$ cat config.mk
export PLATFORM = sky130hd
export DESIGN_NAME = pipe_stage_reg
export DESIGN_NICKNAME = d
export VERILOG_FILES = /design/src/rtl/pipe_pkg.sv /design/src/rtl/sat_counter.sv /design/src/rtl/pipe_stage_reg.sv
export SDC_FILE = /design/constraint.sdc
export NUM_CORES = 1
export LEC_CHECK = 0
export CELL_PAD_IN_SITES_DETAIL_PLACEMENT = 0
export CELL_PAD_IN_SITES_GLOBAL_PLACEMENT = 2
export CORE_MARGIN = 5
export CORE_UTILIZATION = 30
export CTS_CLUSTER_SIZE = 20
export DETAILED_ROUTE_END_ITERATION = 16
export PLACE_DENSITY = 0.79
export SKIP_CTS_REPAIR_TIMING = 1
export SLEW_MARGIN = 40
export SYNTH_ARGS = -nofsm -noshare
export SYNTH_HDL_FRONTEND = slang
export SYNTH_SLANG_ARGS = --single-unit
$ cat constraint.sdc
create_clock -name clk -period 2.95 [get_ports clk]
set_input_delay 0.59 -clock clk [delete_from_list [all_inputs] [get_ports clk]]
set_output_delay 0.59 -clock clk [all_outputs]
set_load 0.05 [all_outputs]
$ cat src/rtl/pipe_pkg.sv
// -----------------------------------------------------------------------------
// pipe_pkg
// Shared definitions for the elastic pipeline stage register.
//   pipe_state_t : occupancy of the stage (EMPTY / HALF / FULL), 2 bits
//   PERF_CNT_W   : width of the optional performance counters
// -----------------------------------------------------------------------------
package pipe_pkg;

    localparam int PERF_CNT_W = 32;

    typedef enum logic [1:0] {
        EMPTY = 2'd0,   // nothing held
        HALF  = 2'd1,   // main register valid
        FULL  = 2'd2    // main and skid registers valid
    } pipe_state_t;

endpackage : pipe_pkg

$ cat src/rtl/sat_counter.sv
// -----------------------------------------------------------------------------
// sat_counter
// Up-counter that sticks at its all-ones value instead of wrapping.
//   clk   : rising-edge clock
//   reset : synchronous, active-high clear (highest priority)
//   inc   : count enable for this cycle
//   count : current count value
// -----------------------------------------------------------------------------
module sat_counter #(
    parameter int WIDTH = 32
) (
    input  logic             clk,
    input  logic             reset,
    input  logic             inc,
    output logic [WIDTH-1:0] count
);

    // NOTE: clocked state is written with non-blocking assignments so every
    // flop samples pre-edge values, independent of process ordering.
    always_ff @(posedge clk) begin
        if (reset) begin
            count <= '0;
        end else if (inc && (count != '1)) begin
            count <= count + 1'b1;
        end
    end

endmodule : sat_counter

$ cat src/rtl/pipe_stage_reg.sv
// -----------------------------------------------------------------------------
// pipe_stage_reg
// Elastic pipeline stage register with a valid/ready handshake and a two-entry
// skid buffer. in_ready depends only on registered state (and reset), so there
// is no combinational path from out_ready to in_ready. flush and stall are
// hazard-unit overrides.
//
// Parameters
//   DATA_W     : payload width
//   BUBBLE_VAL : value on out_data while out_valid=0; also reset/flush value
// Ports
//   clk, reset          : clock, synchronous active-high reset
//   flush               : drop all held entries this cycle
//   stall               : block output transfer (input side keeps accepting)
//   in_valid / in_ready / in_data    : upstream handshake and payload
//   out_valid / out_ready / out_data : downstream handshake and payload
//   perf_stall_cnt, perf_flush_cnt   : saturating event counters, present only
//                                      when PIPE_STAGE_PERF_EN is defined
// -----------------------------------------------------------------------------
module pipe_stage_reg
    import pipe_pkg::*;
#(
    parameter int                DATA_W     = 64,
    parameter logic [DATA_W-1:0] BUBBLE_VAL = '0
) (
    input  logic                  clk,
    input  logic                  reset,
    input  logic                  flush,
    input  logic                  stall,
    input  logic                  in_valid,
    output logic                  in_ready,
    input  logic [DATA_W-1:0]     in_data,
    output logic                  out_valid,
    input  logic                  out_ready,
    output logic [DATA_W-1:0]     out_data
`ifdef PIPE_STAGE_PERF_EN
    ,
    output logic [PERF_CNT_W-1:0] perf_stall_cnt,
    output logic [PERF_CNT_W-1:0] perf_flush_cnt
`endif
);

    pipe_state_t       state, state_nxt;
    logic [DATA_W-1:0] main_q, main_nxt;
    logic [DATA_W-1:0] skid_q, skid_nxt;
    logic              in_fire, out_fire;

    assign in_ready  = ~reset & (state != FULL);
    assign out_valid = (state != EMPTY);
    assign out_data  = out_valid ? main_q : BUBBLE_VAL;

    assign in_fire  = in_valid & in_ready;
    assign out_fire = out_valid & out_ready & ~stall;

    always_ff @(posedge clk) begin
        if (reset) begin
            state  <= EMPTY;
            main_q <= BUBBLE_VAL;
            skid_q <= BUBBLE_VAL;
        end else begin
            state  <= state_nxt;
            main_q <= main_nxt;
            skid_q <= skid_nxt;
        end
    end

    // NOTE: every signal written here gets a default first, so no path through
    // the block leaves it unassigned and no latch is inferred.
    always_comb begin
        state_nxt = state;
        main_nxt  = main_q;
        skid_nxt  = skid_q;

        if (flush) begin
            // A coincident out_fire needs no action: downstream already took it.
            state_nxt = EMPTY;
            main_nxt  = BUBBLE_VAL;
            skid_nxt  = BUBBLE_VAL;
        end else begin
            case (state)
                EMPTY: begin
                    if (in_fire) begin
                        state_nxt = HALF;
                        main_nxt  = in_data;
                    end
                end
                HALF: begin
                    if (in_fire && !out_fire) begin
                        state_nxt = FULL;
                        skid_nxt  = in_data;
                    end else if (out_fire && !in_fire) begin
                        state_nxt = EMPTY;
                    end else if (in_fire && out_fire) begin
                        main_nxt  = in_data;
                    end
                end
                FULL: begin
                    // in_ready is low here, so only the output side can move.
                    if (out_fire) begin
                        state_nxt = HALF;
                        main_nxt  = skid_q;
                    end
                end
                default: begin
                    state_nxt = EMPTY;
                end
            endcase
        end
    end

`ifdef PIPE_STAGE_PERF_EN
    logic stall_evt, flush_evt;

    // Cycles where held data could not leave, for either reason.
    assign stall_evt = out_valid & (stall | ~out_ready);
    assign flush_evt = flush & ~reset;

    sat_counter #(.WIDTH(PERF_CNT_W)) u_stall_cnt (
        .clk   (clk),
        .reset (reset),
        .inc   (stall_evt),
        .count (perf_stall_cnt)
    );

    sat_counter #(.WIDTH(PERF_CNT_W)) u_flush_cnt (
        .clk   (clk),
        .reset (reset),
        .inc   (flush_evt),
        .count (perf_flush_cnt)
    );
`endif

endmodule : pipe_stage_reg

# Word level (Yosys, flattened, before mapping)
# Index checks and enable logic that the tools add are counted.
# W data, S select, Z words.
[word_totals] regBits=130 out_inout_bits=66 wordCells=42
[classes] n_eq_ne=9 muxes=12 n_bitwise=6 n_reduce_logical=12
[ops] op="$mux W64" count=6
[ops] op="$pmux W64 S3" count=1
[ops] op="$ne A2 B2 Y1 const B" count=6
[ops] op="$mux W2" count=4
[ops] op="$pmux W2 S3" count=1
[ops] op="$reduce_and A6 Y1" count=1
[ops] op="$and A1 B1 Y1" count=4
[ops] op="$logic_and A1 B1 Y1" count=3
[ops] op="$ne A3 B3 Y1 const B" count=1
[ops] op="$reduce_and A3 Y1" count=1
[ops] op="$reduce_bool A3 Y1" count=1
[ops] op="$eq A2 B1 Y1 const B" count=1
[ops] op="$eq A2 B2 Y1 const B" count=1
[ops] op="$logic_not A1 Y1" count=2
[ops] op="$logic_not A2 Y1" count=1
[ops] op="$not A1 Y1" count=2
[ops] op="$reduce_and A2 Y1" count=1
[ops] op="$reduce_bool A2 Y1" count=1
[ops] op="$reduce_or A2 Y1" count=1

# Logic depth before layout (Yosys ltp)
[logic_depth] word_depth=8 depth_mapped=12 mapped_depth_nobuf=8

# Worst setup path before layout
# OpenSTA, ideal clock, no wires.
[synth_timing] kind="flip-flop to output port" start="register state[1]" end="output out_data[54]" arrival_time_ps=1618 required_time_ps=2360 slack_ps=742 stages_incl_launch_ff=4 n_path_buf=1 path_cell_list="dfxtp_1 or2_1 clkbuf_1 and2_1"
[synth_between] elab_chain_cells=2
[synth_lines] item="start: declaration" line="pipe_stage_reg.sv:43" rtl="pipe_state_t state, state_nxt;"
[synth_lines] item="start signal: assignment" line="pipe_stage_reg.sv:61" rtl="state <= state_nxt;"
[synth_lines] item="$reduce_bool A2 Y1" line="pipe_stage_reg.sv:49" rtl="assign out_valid = (state != EMPTY);"
[synth_lines] item="via out_valid" line="pipe_stage_reg.sv:33" rtl="output logic out_valid,"
[synth_lines] item="$mux W64" line="pipe_stage_reg.sv:50" rtl="assign out_data = out_valid ? main_q : BUBBLE_VAL;"
[synth_lines] item="end: declaration" line="pipe_stage_reg.sv:35" rtl="output logic [DATA_W-1:0] out_data"
# The timed path passes the listed nets, and every way through them passes these cells.

# Final worst setup path
[layout_timing] start="register state[1]" end="output out_data[34]"
[layout_between] elab_chain_cells=2
[layout_lines] item="$reduce_bool A2 Y1" line="pipe_stage_reg.sv:49"
[layout_lines] item="$mux W64" line="pipe_stage_reg.sv:50"
# No other way between the ends.

==> flow_summary.toml <==
[run_status]
status = "finished, final reports clean"

[floorplanning]
die_area_um2 = 23200
die-height_um = 152
die_w_um = 152
start_util_pct = 30.3
rows = 52
io_pins = 136
core_region_area_um2 = 20000

[critical_path]
worstSetupStartpointType = "flop"
endpoint_kind = "primary output"
cpMaxStageDelayCell = "clkdlybuf4s50_1"
critPathMaxStageDelay_ns = 0.80
crit_type = "reg2out"
cp_cell_sequence = "or2_4 > buf_12 > and2_1 > clkdlybuf4s50_1"
worst-path-max-fanout = 21
critPathRequiredTime_ns = 2.36
arrival_ns = 2.24
r2r_slack_ns = 0.59

[placement]
dp_hpwl_um = 11200
port_buffers = 135
gp_congestion = 0.786

[synthesis]
synthTopCellsByCount = "dfxtp_1 (130), nand2_1 (129), a21oi_1 (65), and2_1 (65)"
synthCells = 667
synthTopCellsByArea = "dfxtp_1 (43%), a211oi_2 (12%), mux2i_1 (11%)"
ys_seq_elements = 130
synth_area_per_cell_um2 = 9.09
synthFlopType = "dfxtp_1"
synth_warnings = 0
synth_area_um2 = 6060
syn_nets = 740
synth_seq_area_share_pct = 42.9
synth_top_area_share_pct = 42.9
synth_most_common_cell = "dfxtp_1"
async_reset_ff_share_pct = 0
yosys.area.top_type = "dfxtp_1"
ys_types = 23
synth-edff-count = 0

[grt]
grt_pass1_vias = 5216
grt_use_total_pct = 14.7
grt_pass1_wl_um = 27700
grt_max_degree = 66
antenna_found_initial = 0
overflow = 0

[run]
maxCapViolCount = 0

[cts]
cts.sinks = 130
htreeDepth = 4
cts_made_buffers = 17
cts_tree = "done"
cts-root-buf = "clkbuf_16"
clkTransAtPathRegs_ns = 0.05
worstSkewPairLatency_ns = 0.42
clockBufferDepth = 2

[sta]
fin_skew_ns = 0.00588
hold_violations = 0
period_needed_ns = 2.83
grt_setup_unrepaired = "no"
maxSlewViolCount = 0
tightest_slew_ns = 0.549
hold_ws_ns = 0.451
fmax_mhz = 353
relSlewSlack_pct = 63.4
period_share_pct = 96.0
finalSetupViolCount = 0

[power_and_ir_drop]
leakage_uw = 0.00380
fin_total_pwr_uw = 4160
power_density_nw_per_um2 = 499
worst_ir_drop_vdd_uv = 394

[final_layout]
insertedDiodeCount = 0
layout-drive-gt1-share_pct = 14.7
fillers = 1979
syn_to_final_growth_pct = 37.5
final_nets = 848

[routing]
drt-initial-drc-count = 207
wl_per_cell_um = 16.1
vias = 5097
drtAntennaViolNets = 0
vias_per_cell = 4.82
first_pass_iters = 5
routed_wl_um = 17000
drc_errors = 0

[hold_path]
min_path_type = "reg2reg"
==> per-layer routing <==
layer  share of wire, %  wire [µm]  GRT usage [%]
met2                 46       7730           23.1
met1                 47       8000           19.6
met5                  0          0              0
met3                6.1       1030           4.29
met4                1.2        209           4.62
==> final cells by class <==
class	count	area, µm²	area share [%]
clock buffer	20	457	5.48
clock inverter	11	88.8	1.07
inverter	2	7.51	0.0901
multi-input combinational	471	3130	37.6
sequential	130	2600	31.2
tap	270	338	4.05
timing repair buffer	153	1710	20.5
==> metrics by stage <==
step                      cells  cell area, µm²  util, %  setup WS, ns  TNS, ns
final                      1057            8330     41.6         0.118        0
after global routing       1057            8330     41.6      0.000382        0
after CTS                  1057            8250     41.2        -0.138    -2.46
after detailed placement   1026            7700     38.4        0.0714        0
after global placement     1026            7700     38.4         0.141        0
after floorplan             667            6060        -         0.742        0
==> critical path: cells and delay by family (launching register included) <==
family        cells  cell delay [ns]
simple gates      2             0.43
buf+inv           2             0.98
flops             1             0.40
==> logic make-up (layout without fill, tap and decap cells) <==
group           after synthesis  after routing  synth area share (%)
buf+inv                      66            186                  5.82
fa+ha+maj                     3              3                 0.619
mux                          64             64                  10.6
flops                       130            130                  42.9
simple gates                273            273                  21.5
compound gates              131            131                  18.6
==> worst paths after layout <==
check                                        startpoint                       to  depth (start not counted)
worst max-delay path              state[1]$_SDFFE_PP0P_             out_data[34]                          4
worst min-delay path            skid_q[53]$_SDFFE_PP0P_  skid_q[53]$_SDFFE_PP0P_                          2
worst max register to register    state[1]$_SDFFE_PP0P_  main_q[31]$_SDFFE_PP0P_                          9
worst min register to register  skid_q[53]$_SDFFE_PP0P_  skid_q[53]$_SDFFE_PP0P_                          2
==> registers in the layout, indices dropped and copies added (netlist names) <==
signal,count
main_q,64
state,2
skid_q,64
==> power by group <==
group          switching, µW  total (µW)  internal (µW)
Combinational            217         402            185
Sequential              16.5        1810           1790
Clock                    765        1950           1180
Total                    999        4160           3160
==> placed cells by master, fill, tap and decap left out, types with 4 or more instances in the layout <==
cell / instances
and2_1: 64
nor3_1: 64
dfxtp_1: 130
clkdlybuf4s50_1: 101
buf_4: 7
a211oi_1: 4
nand2_1: 128
a21oi_1: 65
clkinv_2: 7
buf_12: 11
a211oi_2: 60
nor2_1: 4
dlymetal6s2s_1: 34
nand2b_1: 4
clkbuf_16: 17
mux2i_1: 64
(Power assumes the default switching activity.)
